File: src/rtl/mul_sequencer.sv
// -----------------------------------------------------------------------------
// mul_sequencer
//   Multi-cycle controller for ARM MUL/MLA (WIDTH x WIDTH -> low WIDTH bits).
//   It borrows the shared execute-stage ALU and issues one ADD per cycle,
//   performing a classic shift-add multiply:
//     P += Q[0] ? M : 0;  M <<= 1;  Q >>= 1;
//   The loop ends early as soon as the remaining multiplier bits are zero, so
//   an operation takes (index of highest set bit of rs)+1 RUN cycles.
//
// Ports
//   clk, rstN        : clock (rising edge), asynchronous active-low reset
//   start, flush     : request (accepted only in IDLE), synchronous abort
//   accumulate       : 1 = MLA (P starts at rn), 0 = MUL (P starts at 0)
//   setFlags         : S bit, write N/Z on completion
//   rm, rs, rn       : multiplicand, multiplier, accumulate operand
//   nzcvIn           : current status; C/V are latched at start and preserved
//   aluResult        : combinational result of the shared ALU
//   aluOwn           : sequencer drives the ALU this cycle
//   aluVal1/2, aluCmd, aluCarryIn : ALU operands and command
//   busy, done       : not-idle, one-cycle completion pulse
//   result           : product, held from done until the next accepted start
//   flagsWe, nzcvOut : status write enable and value
// -----------------------------------------------------------------------------
module mul_sequencer #(
    parameter int         WIDTH   = 32,
    parameter logic [3:0] ADD_CMD = 4'b0010
) (
    input  logic             clk,
    input  logic             rstN,
    input  logic             start,
    input  logic             flush,
    input  logic             accumulate,
    input  logic             setFlags,
    input  logic [WIDTH-1:0] rm,
    input  logic [WIDTH-1:0] rs,
    input  logic [WIDTH-1:0] rn,
    input  logic [3:0]       nzcvIn,
    input  logic [WIDTH-1:0] aluResult,
    output logic             aluOwn,
    output logic [WIDTH-1:0] aluVal1,
    output logic [WIDTH-1:0] aluVal2,
    output logic [3:0]       aluCmd,
    output logic             aluCarryIn,
    output logic             busy,
    output logic             done,
    output logic [WIDTH-1:0] result,
    output logic             flagsWe,
    output logic [3:0]       nzcvOut
);

    localparam logic [1:0] S_IDLE = 2'd0;
    localparam logic [1:0] S_RUN  = 2'd1;
    localparam logic [1:0] S_DONE = 2'd2;

    logic [1:0]       state_q, state_d;
    logic [WIDTH-1:0] m_q, m_d;        // multiplicand, shifted left each step
    logic [WIDTH-1:0] q_q, q_d;        // multiplier, shifted right each step
    logic [WIDTH-1:0] p_q, p_d;        // running partial product
    logic [WIDTH-1:0] result_q, result_d;
    logic             sflag_q, sflag_d;
    logic [1:0]       cv_q, cv_d;      // C/V captured at start, reported unchanged

    logic             in_run;
    logic             in_done;

    // N and Z of the incoming status are recomputed from the product, so only
    // C/V are consumed here.
    logic             unused_nz;
    assign unused_nz = ^nzcvIn[3:2];

    assign in_run  = (state_q == S_RUN);
    assign in_done = (state_q == S_DONE);

    // -------------------------------------------------------------------------
    // Next-state logic
    // -------------------------------------------------------------------------
    always_comb begin
        state_d  = state_q;
        m_d      = m_q;
        q_d      = q_q;
        p_d      = p_q;
        result_d = result_q;
        sflag_d  = sflag_q;
        cv_d     = cv_q;

        if (flush) begin
            // Abort wins over everything, including a start in IDLE; the
            // previously delivered result is left untouched.
            state_d = S_IDLE;
        end else begin
            case (state_q)
                S_IDLE: begin
                    if (start) begin
                        m_d     = rm;
                        q_d     = rs;
                        p_d     = accumulate ? rn : '0;
                        sflag_d = setFlags;
                        cv_d    = nzcvIn[1:0];
                        // A zero multiplier needs no ALU steps at all.
                        state_d = (rs != '0) ? S_RUN : S_DONE;
                    end
                end
                S_RUN: begin
                    p_d = aluResult;
                    m_d = m_q << 1;
                    q_d = q_q >> 1;
                    // This step consumes Q[0]; if nothing remains above it,
                    // the product is complete after this edge.
                    if (q_q[WIDTH-1:1] == '0) begin
                        state_d = S_DONE;
                    end
                end
                S_DONE: begin
                    // start is deliberately not looked at here.
                    state_d = S_IDLE;
                end
                default: begin
                    state_d = S_IDLE;
                end
            endcase

            // Capture the product on the edge that enters DONE, so result is
            // already valid in the done cycle and holds afterwards.
            if (state_d == S_DONE && state_q != S_DONE) begin
                result_d = p_d;
            end
        end
    end

    // -------------------------------------------------------------------------
    // State registers
    // -------------------------------------------------------------------------
    always_ff @(posedge clk or negedge rstN) begin
        if (!rstN) begin
            state_q  <= S_IDLE;
            m_q      <= '0;
            q_q      <= '0;
            p_q      <= '0;
            result_q <= '0;
            sflag_q  <= 1'b0;
            cv_q     <= 2'b00;
        end else begin
            state_q  <= state_d;
            m_q      <= m_d;
            q_q      <= q_d;
            p_q      <= p_d;
            result_q <= result_d;
            sflag_q  <= sflag_d;
            cv_q     <= cv_d;
        end
    end

    // -------------------------------------------------------------------------
    // Outputs
    // -------------------------------------------------------------------------
    // ALU drive is forced to zero outside RUN so the operand mux sees a quiet
    // bus whenever the pipeline owns the ALU.
    assign aluOwn     = in_run;
    assign aluCmd     = in_run ? ADD_CMD : 4'b0000;
    assign aluVal1    = in_run ? p_q : '0;
    assign aluVal2    = (in_run && q_q[0]) ? m_q : '0;
    assign aluCarryIn = 1'b0;

    assign busy    = (state_q != S_IDLE);
    assign done    = in_done;
    assign result  = result_q;
    assign flagsWe = in_done & sflag_q;
    assign nzcvOut = in_done ? {p_q[WIDTH-1], (p_q == '0), cv_q} : 4'b0000;

endmodule
File: config.mk
export PLATFORM = sky130hd
export DESIGN_NAME = mul_sequencer
export DESIGN_NICKNAME = d
export VERILOG_FILES = /design/src/rtl/mul_sequencer.sv
export SDC_FILE = /design/constraint.sdc
export NUM_CORES = 1
export LEC_CHECK = 0
export ABC_AREA = 1
export BUFFER_PORTS_ARGS = -buffer_cell sky130_fd_sc_hd__buf_2
export CAP_MARGIN = 10
export CORE_AREA = 2 2 117 119
export DETAILED_ROUTE_END_ITERATION = 10
export DIE_AREA = 0 0 119 121
export PLACE_DENSITY = 0.94
export SETUP_SLACK_MARGIN = 0.15
export SYNTH_ARGS = -nofsm -noshare
export SYNTH_HDL_FRONTEND = slang
export SYNTH_SLANG_ARGS = --single-unit
File: constraint.sdc
create_clock -name clk -period 3.8 [get_ports clk]
set_input_delay 0.19 -clock clk [delete_from_list [all_inputs] [get_ports clk]]
set_output_delay 0.19 -clock clk [all_outputs]
set_load 0.01 [all_outputs]
==> results of run 1 <==
-- cells by family (layout without fill, tap and decap cells) --
kind of cell | count (synthesis) | in the layout | synth area share [%]
AO/OA/AOI/OAI | 167 | 167 | 14.5
other | 1 | 4 | 0.0538
flip-flops | 133 | 133 | 47.8
buffers and inverters | 165 | 383 | 10.8
AND/OR/NAND/NOR | 476 | 476 | 26.8
-- state kept, by name (all words and copies together), names as in the netlist --
register  cells
q_q          32
sflag_q       1
cv_q          2
result       32
m_q          32
state_q       2
p_q          32
-- worst max path at each step --
stage / startpoint / to / slack (ps) / cells past startpoint
final: state_q[1] / aluVal2[10] / 1100 / 7
after global routing: state_q[1] / aluVal2[9] / 900 / 7
after CTS: state_q[1] / aluVal2[10] / 1070 / 7
after detailed placement: state_q[0] / result[11] / 1500 / 5
after global placement: state_q[0] / result[17] / 1520 / 5
after floorplan: state_q[1] / aluVal2[22] / 2360 / 8
-- layer usage --
metal | global-route usage, % | vias up | share of wire (%)
li1 | - | 3440 | -
met1 | 33.7 | 3341 | 40
met2 | 46.0 | 368 | 49
met3 | 5.78 | 50 | 8.0
met4 | 13.1 | 0 | 3.0
met5 | 0 | - | 0
-- tightest hold or removal path, stage by stage --
cell     delay, ps
buf_2           90
nand2_1         50
a31oi_1         70
-- per-stage QoR --
stage          std cells  cell area, sq um  hold WS, ps
2_1_floorplan        945              6980         -106
5_1_grt             1339              8740         16.0
6_report            1339              8740         23.6
3_3_place_gp        1306              8130          404
4_1_cts             1339              8740         2.34
3_5_place_dp        1306              8130          409
-- repair_timing --
action	in CTS	in global routing
endpoints found under the hold margin	112	0
hold buffers	1	0
setup endpoints to repair	0	0
-- placed cells by master (no fill, tap or decap), types with 2 or more instances in the layout --
master and count:
nand2_1 280, bufinv_16 3, a21oi_1 4, buf_12 2, inv_1 97, a31oi_1 31
o21ai_0 53, clkinv_2 4, clkbuf_1 3, inv_2 2, nor3_1 2, nand4_1 4
clkinvlp_4 2, nor4_1 3, o21ai_1 15, nor2_1 145, dfrtp_1 133, clkbuf_16 17
o22ai_1 25, clkbuf_8 3, nand3_1 38, conb_1 4, nand2_2 2, o211ai_1 38
buf_2 239, buf_4 8
-- layout make-up --
| class | instances | share of cell area, % |
|---|---|---|
| tap | 176 | 2.52 |
| sequential | 133 | 38.1 |
| inverter | 100 | 4.32 |
| multi-input combinational | 647 | 33.1 |
| clock buffer | 23 | 5.47 |
| clock inverter | 9 | 1.43 |
| timing repair buffer | 251 | 15.1 |
-- where the power goes --
group          internal [mW]  switching [mW]  leakage (nW)
sequential              1.60          0.0917          1.66
combinational          0.271           0.498          2.76
clock                   1.08           0.597         0.293
==> results_dict.tcl, run 1 <==
set metrics [dict create \
    hold_viol_final 0 \
    crit_family "buffers and inverters" \
    grt_pass1_vias 6698 \
    post_drt_wl_per_cell_microns 14.6 \
    crit_chain "inv_2 > nand2_4 > inv_4 > buf_4 > nand2_1 > nor2_1 > buf_2" \
    area_delta_synth_final_pct 25.5 \
    antenna_found_initial 0 \
    async_flop_share_pct 100 \
    cp.arrival_ps 2510 \
    post_cts_buffers 0 \
    cp.required_ps 3610 \
    setup_viol 0 \
    wirelength_microns 19600 \
    hold_depth 3 \
    gp_congestion 0.875 \
    cp-end-kind "output pin" \
    htree_levels 4 \
    synth_flop_cell "dfrtp_1" \
    nFillCells 1099 \
    crit_buf_inv 4 \
    maxCapViolCount 0 \
    min_to "m_q[25]" \
    synth_largest_area_cell "dfrtp_1" \
    finalNetCount 1288 \
    clock_latency_ps 420 \
    ys_top_cells_by_count "nand2_1, nor2_1, dfrtp_1" \
    cpMaxStageDelayCell "inv_4" \
    die_area_sq_um 14400 \
    reg2reg_slack_ps 1470 \
    ir_drop_v 0.000270 \
    total_power_mw 4.13 \
    grt_max_degree 114 \
    layout_setup_ws_ps 1100 \
    power.density_nw_per_um2 473 \
    critPathKind "flip-flop to output pin" \
    core_sq_um 13100 \
    reg2regPathDepth 10 \
    synthTopCellsByArea "dfrtp_1, nand2_1, nor2_1" \
    fin_crit_sh_pct 71.1 \
    fp.dieW_microns 119 \
    timing.fmax_mhz 370 \
    grt_pass1_wl_microns 31100 \
    cts_resized 0 \
    clkTransAtPathRegs_ps 60 \
    final_util_pct 66.8 \
    drc 0 \
    cts_tree "done" \
    num_io_pins 247 \
    ys_ff_latch 133 \
    seq_area_frac_synth_pct 47.8 \
    cp-start-kind "flip-flop" \
    synth_cells 942 \
    synth.distinct_cells 25 \
    start_util_pct 53.2 \
    hold_start "rm[25]" \
    multiInputGateArea_sq_um 2900 \
    synth_area_sq_um 6970 \
    grt_setup_unrepaired "no" \
    synth_top_cell_area_share_pct 47.8 \
    ant_nets 0 \
    cp_max_fo 56 \
    overflow 0 \
    layout-drive-gt1-share_pct 24.7 \
    ys_warn_count 0 \
    rows 42 \
    dp_hpwl_microns 13400 \
    first_iter_violations 610 \
    diodes 0 \
    avgSynthCellArea_sq_um 7.40 \
    portBuffers 240 \
    min_path_type "primary input to flip-flop" \
    p_leak_nw 4.71 \
    track_usage_pct 27.3 \
    tightest_slew_ps 1100 \
    slowest_delay_ps 490 \
    seq_area_sq_um 3330 \
    relSlewSlack_pct 26.7 \
    fin_crit_ps 2700 \
    synth_edf_count 0 \
    cts_made_buffers 17 \
    place_ws_ps 1500 \
    reg2reg_to "result[26]" \
    vias_per_cell 5.38 \
    drv_slew 0 \
    via_count 7199 \
    timing.clock.skew_ps 7.57 \
    r2r-start "state_q[1]" \
    status "completed" \
    numClockSinks 133 \
    synth_most_common_cell "nand2_1" \
    clockBufferDepth 2 \
    timing.setup.tns_ps 0 \
    die_h_microns 121 \
    cts_root_buf "clkbuf_16" \
    dr.pass1.iters 5 \
]
Note: power is estimated with default switching activity, not from simulation.
==> inputs of run 2 (changes only) <==
- CORE_AREA: 2 2 117 119 -> 2 2 127 129
- DIE_AREA: 0 0 119 121 -> 0 0 129 131
- PLACE_DENSITY: 0.94 -> 0.86
- clock period: 3.8 -> 2.45 ns (I/O delays scaled with it)
==> results_dict.tcl, run 2 (synthesis results as in run 1) <==
set metrics [dict create \
    cts_root_buf "clkbuf_16" \
    diodes 0 \
    min_path_type "primary input to flip-flop" \
    dr.pass1.iters 5 \
    power.density_nw_per_um2 663 \
    drc 0 \
    grt_pass1_vias 7037 \
    portBuffers 240 \
    ir_drop_v 0.000447 \
    cp.required_ps 2330 \
    dp_cells 1349 \
    total_power_mw 6.22 \
    cp-start-kind "flip-flop" \
    cp.arrival_ps 2040 \
    layout-drive-gt1-share_pct 23.5 \
    place_area_sq_um 8220 \
    critPathKind "flip-flop to output pin" \
    timing.clock.skew_ps 12.5 \
    via_count 7315 \
    p_leak_nw 4.96 \
    cp_max_fo 24 \
    grt_max_degree 154 \
    timing.setup.tns_ps 0 \
    die_area_sq_um 16900 \
    num_io_pins 247 \
    drv_slew 0 \
    start_util_pct 44.7 \
    area_delta_synth_final_pct 34.5 \
    dp_hpwl_microns 13600 \
    antenna_found_initial 0 \
    grt_pass1_wl_microns 33200 \
    relSlewSlack_pct 52.0 \
    layout_setup_ws_ps 285 \
    final_util_pct 60.1 \
    post_drt_wl_per_cell_microns 14.9 \
    track_usage_pct 25.0 \
    cp-end-kind "output pin" \
    stdcell_area_sq_um 9370 \
    hold_viol_final 0 \
    final_common_cell "nand2_1" \
    finalNetCount 1350 \
    fin_crit_ps 2160 \
    clock_latency_ps 420 \
    ant_nets 0 \
    maxCapViolCount 0 \
    timing.fmax_mhz 462 \
    vias_per_cell 5.08 \
    htree_levels 4 \
    setup_viol 0 \
    first_iter_violations 493 \
    numClockSinks 133 \
    fp.dieW_microns 129 \
    fin_crit_sh_pct 88.4 \
    rows 46 \
    clockBufferDepth 2 \
    tightest_slew_ps 720 \
    status "completed" \
    place_ws_ps 508 \
    core_sq_um 15600 \
    holdWs_ps 11.0 \
    die_h_microns 131 \
    cts_made_buffers 17 \
    post_cts_buffers 0 \
    final_cell_mix "nand2_1, buf_2, nor2_1" \
    overflow 0 \
    fin_cells 1440 \
    gp_congestion 0.838 \
    grt_setup_unrepaired "yes" \
    cts_tree "done" \
    wirelength_microns 21500 \
    clkTransAtPathRegs_ps 50 \
    reg2reg_slack_ps 440 \
]
[run 2: worst paths after layout]
path                            startpoint         end  cells after the start
worst min register to register  result[18]  result[18]                      2
worst min-delay path                 rs[1]      q_q[1]                      3
worst max register to register  state_q[1]  result[21]                      8
max in group asynchronous             rstN      p_q[2]                      3
min in group asynchronous             rstN  result[26]                      2
worst max-delay path            state_q[1]  aluVal2[5]                      7
[run 2: final cells by class]
class	count	area (sq um)
tap	216	270
clock buffer	27	513
multi-input combinational	647	2900
fill	1317	6230
clock inverter	4	20.0
timing repair buffer	313	1970
inverter	100	378
sequential	133	3330
[run 2: worst max-delay path: stages (launching register included)]
cell and delay [ps]:
dfrtp_1 370, inv_2 110, nand2_4 130, inv_4 290, buf_4 320, nand2_1 100
nor2_1 140, buf_2 170
[run 2: repair_timing]
action / 4_1_cts / 5_1_grt
hold buffers: 59 / 0
setup endpoints to repair: 0 / 12
endpoints found under the hold margin: 104 / 0
gates resized for setup: 0 / 1
[run 2: power breakdown]
group	leakage, nW	switching (mW)	internal, mW
Clock	0.267	0.898	1.42
Combinational	3.03	0.793	0.497
Sequential	1.66	0.136	2.48
Total	4.96	1.83	4.39
[run 2: metal layers]
metal | track usage (%) | wire (microns) | vias up
li1 | - | - | 3553
met4 | 11.6 | 517 | 0
met3 | 6.11 | 1570 | 49
met5 | 0 | 0 | -
met2 | 43.6 | 10700 | 343
met1 | 29.3 | 8700 | 3370
==> inputs of run 3 (changes only) <==
- GPL_ROUTABILITY_DRIVEN: not set -> 0
- PLACE_DENSITY: 0.86 -> 0.76
==> results_dict.tcl, run 3 (synthesis results as in run 1) <==
set metrics [dict create \
    wirelength_microns 20900 \
    p_leak_nw 4.99 \
    num_io_pins 247 \
    ir_drop_v 0.000450 \
    power.density_nw_per_um2 678 \
    crit_chain "inv_2 > nand2_4 > inv_4 > buf_12 > nand2_1 > nor2_1 > buf_2" \
    cp.required_ps 2330 \
    grt_pass1_vias 6781 \
    overflow 0 \
    start_util_pct 44.7 \
    cts_hold_buf 61 \
    fin_crit_sh_pct 88.6 \
    grt_max_degree 92 \
    cts_root_buf "clkbuf_16" \
    dp_cells 1353 \
    core_sq_um 15600 \
    nFillCells 1387 \
    cts_resized 0 \
    area_delta_synth_final_pct 36.1 \
    post_drt_wl_per_cell_microns 14.5 \
    clkTransAtPathRegs_ps 60 \
    p_seq_share_pct 40.7 \
    cpMaxStageDelayCell "dfrtp_1" \
    hold_viol_final 0 \
    timing.setup.tns_ps 0 \
    timing.fmax_mhz 461 \
    relSlewSlack_pct 57.4 \
    drc 0 \
    crit_buf_inv 4 \
    timing.clock.skew_ps 7.64 \
    htree_levels 4 \
    first_iter_violations 356 \
    slowest_delay_ps 370 \
    dr.pass1.iters 5 \
    fp.dieW_microns 129 \
    rows 46 \
    cp_max_fo 91 \
    final_cell_mix "nand2_1, buf_2, nor2_1" \
    cp-start-kind "flip-flop" \
    critPathKind "flip-flop to output pin" \
    status "completed" \
    dp_hpwl_microns 13400 \
    die_area_sq_um 16900 \
    final_common_cell "nand2_1" \
    setup_viol 0 \
    p_clk_share_pct 39.2 \
    ant_nets 0 \
    combPwrFrac_pct 20.2 \
    cp.arrival_ps 2050 \
    maxCapViolCount 0 \
    fin_cells 1445 \
    finalNetCount 1355 \
    cts_made_buffers 17 \
    place_area_sq_um 8280 \
    p_sw_mw 1.86 \
    swShare_pct 28.9 \
    p_int_mw 4.57 \
    die_h_microns 131 \
    stdcell_area_sq_um 9480 \
    clockBufferDepth 2 \
    layout-drive-gt1-share_pct 23.9 \
    fin_crit_ps 2170 \
    portBuffers 240 \
    vias_per_cell 5.02 \
    min_path_type "primary input to flip-flop" \
    via_count 7248 \
    grt_pass1_wl_microns 32600 \
    numClockSinks 133 \
    post_cts_buffers 0 \
    track_usage_pct 24.8 \
    antenna_found_initial 1 \
    cp-end-kind "output pin" \
    grt_setup_unrepaired "no" \
    crit_family "buffers and inverters" \
    tightest_slew_ps 639 \
    clock_latency_ps 410 \
    drv_slew 0 \
    cts_tree "done" \
]
==> run 3: cell types whose count changed in the layout (fill, tap and decap cells not counted), sizes merged <==
cell and delta:
bufinv +2, diode +1, clkbuf -6, clkinv -2
dlygate4sd3 +2, buf +4, clkinvlp +4
==> run 3: tightest hold or removal path, stage by stage <==
cell and delay [ps]:
buf_2 90, o211ai_1 80, o21ai_0 90
==> run 3: per-stage QoR <==
stage / power, mW / setup slack (ps) / hold slack [ps] / utilization (%)
after floorplan: 3.41 / 1080 / -173 / -
after global placement: 3.81 / 692 / 155 / 53.1
after detailed placement: 3.85 / 663 / 156 / 53.1
after CTS: 6.45 / 309 / 0.782 / 60.8
after global routing: 6.77 / 193 / 15.8 / 60.8
final: 6.43 / 280 / 9.16 / 60.8
==> run 3: path summary, 6_finish.rpt <==
kind                                to       start  slack, ps  cells after the start
max                        aluVal2[24]  state_q[1]        280                      7
min                            q_q[11]      rs[11]          9                      3
max reg2reg                  result[2]     q_q[21]        630                     11
min in group asynchronous   result[26]        rstN        270                      2
max in group asynchronous       q_q[1]        rstN       1450                      3
min reg2reg                 result[13]  result[13]        460                      2
==> run 3: area by class of cell <==
class                           count  area (sq um)  share of cell area (%)
Clock inverter                      8           100                    1.06
Tap cell                          216           270                    2.85
Clock buffer                       22           484                    5.11
Sequential cell                   133          3330                    35.1
Inverter                          100           378                    3.99
Antenna cell                        1          2.50                  0.0264
Multi-Input combinational cell    647          2900                    30.6
Timing Repair Buffer              318          2020                    21.3
==> run 3: metal layers <==
| metal | vias to the layer above | share of wire [%] | track usage [%] |
|---|---|---|---|
| li1 | 3562 | - | - |
| met1 | 3309 | 42 | 31.0 |
| met2 | 326 | 48 | 41.3 |
| met3 | 51 | 7.0 | 6.07 |
| met4 | 0 | 2.6 | 10.4 |
| met5 | - | 0 | 0 |
==> run 3: power by group through the flow <==
stage                     clock network [mW]  registers (mW)  logic (mW)
after global placement                     0            2.63        1.18
final                                   2.52            2.61        1.30
after detailed placement                   0            2.65        1.20
after global routing                    2.66            2.65        1.46
after floorplan                            0            2.61       0.797
after CTS                               2.56            2.61        1.28
